File: src/rtl/csla_pipe_adder.sv
`default_nettype none
// +------------------------------------------------------------------------+
// | Module      : csla_pipe_adder                                          |
// | Description : Pipelined carry-select adder/subtractor with valid/ready |
// |               handshaking. Each stage resolves GROUPS_PER_STAGE        |
// |               carry-select groups and registers the carry and results. |
// | Revision    : 1.0 - initial release                                    |
// +------------------------------------------------------------------------+
module csla_pipe_adder #(
    parameter int WIDTH            = 32,
    parameter int GROUP            = 8,
    parameter int GROUPS_PER_STAGE = 2
) (
    input  logic             clk,
    input  logic             rst,
    input  logic             in_valid,
    output logic             in_ready,
    input  logic [WIDTH-1:0] a,
    input  logic [WIDTH-1:0] b,
    input  logic             cin,
    input  logic             sub,
    output logic             out_valid,
    input  logic             out_ready,
    output logic [WIDTH-1:0] sum,
    output logic             cout,
    output logic             ovf
);

    // Bits resolved per pipeline stage and resulting pipeline depth.
    localparam int c_S      = GROUP * GROUPS_PER_STAGE;
    localparam int c_STAGES = WIDTH / c_S;
    localparam int c_LAST   = c_STAGES - 1;
    localparam int c_MSB    = WIDTH - 1;

    // Stage registers: valid, carry into the next slice, operands, partial sum.
    logic [c_STAGES-1:0] r_v;
    logic [c_STAGES-1:0] r_c;
    logic [WIDTH-1:0]    r_a   [c_STAGES];
    logic [WIDTH-1:0]    r_b   [c_STAGES];
    logic [WIDTH-1:0]    r_sum [c_STAGES];

    // Per-stage inputs (ports for stage 0, previous register otherwise).
    logic [c_STAGES-1:0] w_src_v;
    logic [c_STAGES-1:0] w_src_c;
    logic [WIDTH-1:0]    w_src_a   [c_STAGES];
    logic [WIDTH-1:0]    w_src_b   [c_STAGES];
    logic [WIDTH-1:0]    w_src_sum [c_STAGES];

    // Per-stage combinational results and load enables.
    logic [WIDTH-1:0]    w_res [c_STAGES];
    logic [c_STAGES-1:0] w_co;
    logic [c_STAGES-1:0] w_load;

    // Select each stage's source: prepared operands for stage 0, upstream register otherwise.
    always_comb begin
        w_src_v[0]   = in_valid;
        w_src_a[0]   = a;
        w_src_b[0]   = sub ? ~b : b;
        w_src_c[0]   = sub ? 1'b1 : cin;
        w_src_sum[0] = '0;
        for (int k = 1; k < c_STAGES; k++) begin
            w_src_v[k]   = r_v[k-1];
            w_src_a[k]   = r_a[k-1];
            w_src_b[k]   = r_b[k-1];
            w_src_c[k]   = r_c[k-1];
            w_src_sum[k] = r_sum[k-1];
        end
    end

    // Carry-select datapath: each group precomputes both carry-in cases and muxes on the live carry.
    always_comb begin
        logic             c;
        logic [GROUP:0]   s0;
        logic [GROUP:0]   s1;
        logic [GROUP:0]   sel;
        logic [GROUP-1:0] ga;
        logic [GROUP-1:0] gb;
        c   = 1'b0;
        s0  = '0;
        s1  = '0;
        sel = '0;
        ga  = '0;
        gb  = '0;
        for (int k = 0; k < c_STAGES; k++) begin
            c        = w_src_c[k];
            w_res[k] = w_src_sum[k];
            for (int g = 0; g < GROUPS_PER_STAGE; g++) begin
                ga = w_src_a[k][k*c_S + g*GROUP +: GROUP];
                gb = w_src_b[k][k*c_S + g*GROUP +: GROUP];
                if (k == 0 && g == 0) begin
                    // Lowest group sees the real carry-in immediately, so a plain ripple add suffices.
                    sel = {1'b0, ga} + {1'b0, gb} + {{GROUP{1'b0}}, c};
                end else begin
                    s0  = {1'b0, ga} + {1'b0, gb};
                    s1  = s0 + (GROUP+1)'(1);
                    sel = c ? s1 : s0;
                end
                w_res[k][k*c_S + g*GROUP +: GROUP] = sel[GROUP-1:0];
                c = sel[GROUP];
            end
            w_co[k] = c;
        end
    end

    // Bubble-collapsing flow control: a stage loads when empty or when its contents move on.
    always_comb begin
        logic down_ready;
        w_load     = '0;
        down_ready = out_ready;
        for (int k = c_LAST; k >= 0; k--) begin
            w_load[k]  = !r_v[k] || down_ready;
            down_ready = w_load[k];
        end
    end

    // Pipeline registers; data only captured for valid entries so held results stay stable.
    always_ff @(posedge clk or posedge rst) begin
        if (rst) begin
            r_v <= '0;
            r_c <= '0;
            for (int k = 0; k < c_STAGES; k++) begin
                r_a[k]   <= '0;
                r_b[k]   <= '0;
                r_sum[k] <= '0;
            end
        end else begin
            for (int k = 0; k < c_STAGES; k++) begin
                if (w_load[k]) begin
                    r_v[k] <= w_src_v[k];
                    if (w_src_v[k]) begin
                        r_c[k]   <= w_co[k];
                        r_a[k]   <= w_src_a[k];
                        r_b[k]   <= w_src_b[k];
                        r_sum[k] <= w_res[k];
                    end
                end
            end
        end
    end

    assign in_ready  = w_load[0];
    assign out_valid = r_v[c_LAST];
    assign sum       = r_sum[c_LAST];
    assign cout      = r_c[c_LAST];
    // Signed overflow: like-signed operands producing a result of the other sign.
    assign ovf       = (r_a[c_LAST][c_MSB] == r_b[c_LAST][c_MSB]) &&
                       (r_sum[c_LAST][c_MSB] != r_a[c_LAST][c_MSB]);

endmodule
`default_nettype wire

File: config.mk
export PLATFORM = sky130hd
export DESIGN_NAME = csla_pipe_adder
export DESIGN_NICKNAME = d
export VERILOG_FILES = /design/src/rtl/csla_pipe_adder.sv
export SDC_FILE = /design/constraint.sdc
export NUM_CORES = 1
export LEC_CHECK = 0
export BUFFER_PORTS_ARGS = -buffer_cell sky130_fd_sc_hd__buf_2
export CAP_MARGIN = 20
export CORE_MARGIN = 2
export CORE_UTILIZATION = 55
export CTS_CLUSTER_SIZE = 8
export DETAILED_ROUTE_END_ITERATION = 16
export GPL_ROUTABILITY_DRIVEN = 0
export PLACE_DENSITY = 0.77
export SETUP_SLACK_MARGIN = 0.15
export SLEW_MARGIN = 40
export SYNTH_ARGS = -nofsm -noshare
export SYNTH_HDL_FRONTEND = slang
export SYNTH_SLANG_ARGS = --single-unit
File: constraint.sdc
create_clock -name clk -period 3.9 [get_ports clk]
set_input_delay 0.39 -clock clk [delete_from_list [all_inputs] [get_ports clk]]
set_output_delay 0.39 -clock clk [all_outputs]
set_load 0.01 [all_outputs]
==> impl_metrics.sql <==
INSERT INTO impl_metrics (metric_group, metric, value, unit) VALUES
('placed_design', 'placed_cells_incl_taps', '790', ''),
('setup_path', 'reg2regPathDepth', '10', ''),
('setup_path', 'crit-reg2reg-capture', 'sum[26]', ''),
('synthesis', 'synth_cells', '600', ''),
('power', 'power.density_cell_area', '539', 'nW/um^2'),
('floorplanning', 'number_of_placement_rows', '36', ''),
('placed_design', 'post-dp-hpwl', '8.64', 'mm'),
('floorplanning', 'die-width', '104', 'um'),
('synthesis', 'synth.lib_cells_used.distinct', '58', ''),
('route', 'via_per_inst', '5.29', ''),
('route', 'dr.pass1.iters', '6', ''),
('timing', 'worst_clock_skew', '0.00528', 'ns'),
('clock_network', 'clock_sinks', '86', ''),
('clock_network', 'htree_levels', '3', ''),
('setup_path', 'timing.critical_path.arrival', '3.54', 'ns'),
('power', 'switching_share', '37.0', '%'),
('global_routing', 'grt_pass1_wl', '18.9', 'mm'),
('route', 'wire_per_inst', '13.9', 'um'),
('global_routing', 'grt_max_degree', '58', ''),
('synthesis', 'synth-seq-cells', '86', ''),
('synthesis', 'ys.warnings.count', '0', ''),
('floorplanning', 'initial_utilization', '56.6', '%'),
('min_path', 'timing.hold.worst.class', 'in2async', ''),
('synthesis', 'synth_enable_flop_cells', '0', ''),
('synthesis', 'yosysSeqAreaShare', '39.1', '%'),
('power', 'cellLeakagePower', '3.00', 'nW'),
('layout', 'antenna_cells', '0', ''),
('power', 'net-switching-power', '0.00123', 'W'),
('power', 'design_power_total', '0.00332', 'W'),
('timing', 'timing.final.max_slew_violations', '0', ''),
('power', 'max-vdd-ir-drop', '0.000208', 'V'),
('setup_path', 'worstSetupEndpointType', 'flip-flop', ''),
('layout', 'layout-drive-gt1-share', '23.0', '%'),
('clock_network', 'postCtsResizedCells', '0', ''),
('placed_design', 'placement.cell_area', '5920', 'um^2'),
('clock_network', 'clock_latency_of_the_later_clocked_register_in_the_worst_skew_pair', '0.36', 'ns'),
('synthesis', 'synth.top_cell.area_share', '39.1', '%'),
('setup_path', 'cpPeakStageDelay', '0.42', 'ns'),
('timing', 'setup-tns-final', '0', 'ns'),
('floorplanning', 'io-pin-count', '106', ''),
('placed_design', 'pre_cts_slack', '0.617', 'ns'),
('floorplanning', 'die_area', '10800', 'um^2'),
('synthesis', 'postSynthAreaPerCell', '9.18', 'um^2'),
('timing', 'fin_crit_sh', '83.6', '%'),
('power', 'sequentialPowerShare', '38.2', '%'),
('timing', 'finalSetupViolCount', '0', ''),
('synthesis', 'synth_nets', '710', ''),
('timing', 'fmax', '307', 'MHz'),
('timing', 'finalWorstSetupSlack', '0.640', 'ns'),
('setup_path', 'critical_path.startpoint_type', 'flip-flop', ''),
('setup_path', 'path_class', 'reg2reg', ''),
('setup_path', 'maximum_fanout_along_the_worst_path', '16', ''),
('global_routing', 'antenna_violations_before_repair', '0', ''),
('timing', 'finalHoldViolations', '0', ''),
('clock_network', 'hold_buffers', '0', ''),
('synthesis', 'prevailing_post_synth_register_cell', 'sky130_fd_sc_hd__dfrtp_1', ''),
('layout', 'areaGrowthSynthToFinish', '11.6', '%'),
('route', 'detailed_route_wire_length', '11.2', 'mm'),
('setup_path', 'regToRegSetupSlack', '0.64', 'ns'),
('clock_network', 'clk_path_buf_depth', '2', ''),
('clock_network', 'cts_tree', 'yes', ''),
('outcome', 'status', 'finished clean', ''),
('clock_network', 'cts_post_setup_buffers_inserted', '0', ''),
('global_routing', 'via_count_of_the_first_global_routing_pass', '4156', ''),
('synthesis', 'synth.area.top_cells', 'sky130_fd_sc_hd__dfrtp_1, sky130_fd_sc_hd__nand2_1, sky130_fd_sc_hd__ha_1', ''),
('setup_path', 'crit-reg2reg-launch', 'r_a[48]', ''),
('layout', 'post_layout_nonfiller_instances', '806', ''),
('floorplanning', 'fp.coreArea', '9730', 'um^2'),
('clock_network', 'clock_pin_transition_on_the_worst_setup_and_hold_timing_paths', '0.09', 'ns'),
('floorplanning', 'die-height', '104', 'um'),
('placed_design', 'place.port_buffers', '105', '');
==> worst max-delay path by stage <==
stage | slack [ns] | start | end | cells after the start
finish | 0.64 | r_a[48] | sum[26] | 10
global route | 0.53 | r_a[48] | r_c[1] | 10
global placement | 0.74 | sub | r_c[0] | 12
CTS | 0.66 | r_a[48] | sum[26] | 10
floorplan | 0.42 | sub | r_c[0] | 13
detailed placement | 0.62 | sub | r_c[0] | 12
==> Yosys cell counts, drive strengths merged, types with 2 or more instances <==
master	n
o31ai	7
mux2	16
nand3	13
clkbuf	18
nor4	3
xor2	29
o21ai	54
dfrtp	86
nand2b	4
mux2i	3
and4	2
or2	5
and3	7
a21oi	17
a31oi	5
nand2	119
nor3	6
nor2	25
o211ai	3
inv	20
xnor2	34
a21boi	6
ha	35
nand4	4
or3	2
a21o	9
fa	5
nor2b	4
o21a	4
buf	35
o21bai	2
a211oi	3
==> area by class of cell <==
cell class,instances,area (um^2),area share [%]
multi-input cells,441,2960,48.2
clock inverters,5,81.3,1.32
well taps,133,166,2.71
flip-flops and latches,86,2150,35.0
repair buffers,110,563,9.16
clock buffers,11,141,2.30
inverters,20,80.1,1.30
==> flip-flops by register name (all words and copies together), names as in the netlist <==
name / flops
r_v: 2
sum: 32
r_a: 17
r_sum: 16
r_b: 17
r_c: 2
==> kinds of logic (layout without fill, tap and decap cells) <==
logic type	count (synthesis)	count (layout)	synth area share (%)
simple gates	199	199	15.9
compound gates	120	120	14.1
flops	86	86	39.1
buf+inv	73	146	7.29
xor+xnor	63	63	10.0
fa+ha+maj	40	40	9.77
mux	19	19	3.82
==> power groups by stage <==
stage / combinational [W] / sequential, W / clock (W)
finish: 0.00135 / 0.00127 / 0.000696
global route: 0.00151 / 0.00130 / 0.000748
CTS: 0.00135 / 0.00127 / 0.000712
detailed placement: 0.00134 / 0.00129 / 0
global placement: 0.00129 / 0.00128 / 0
floorplan: 0.00117 / 0.00125 / 0
==> through the flow <==
stage	utilization [%]	hold WS, ns
2_1_floorplan	-	0.439
3_3_place_gp	60.8	0.446
3_5_place_dp	60.9	0.456
4_1_cts	63.2	0.0551
5_1_grt	63.2	0.0741
6_report	63.2	0.0423
==> worst max-delay path: cells and delay by family (launching register included) <==
kind	cells	cell delay, ns
fa+ha+maj	2	0.66
simple gates	2	0.55
compound gates	5	1.21
mux	1	0.33
flops	1	0.40
==> routing by layer <==
layer  wire [um]  global-route usage, %  up-vias  part of all wire (%)
met2        5360                   36.0      128                    48
met5           0                      0        -                     0
li1            -                      -     2146                     -
met4         232                   7.72        0                   2.1
met3         642                   6.14       22                   5.7
met1        5000                   26.8     1966                    45
(Power assumes the default switching activity.)
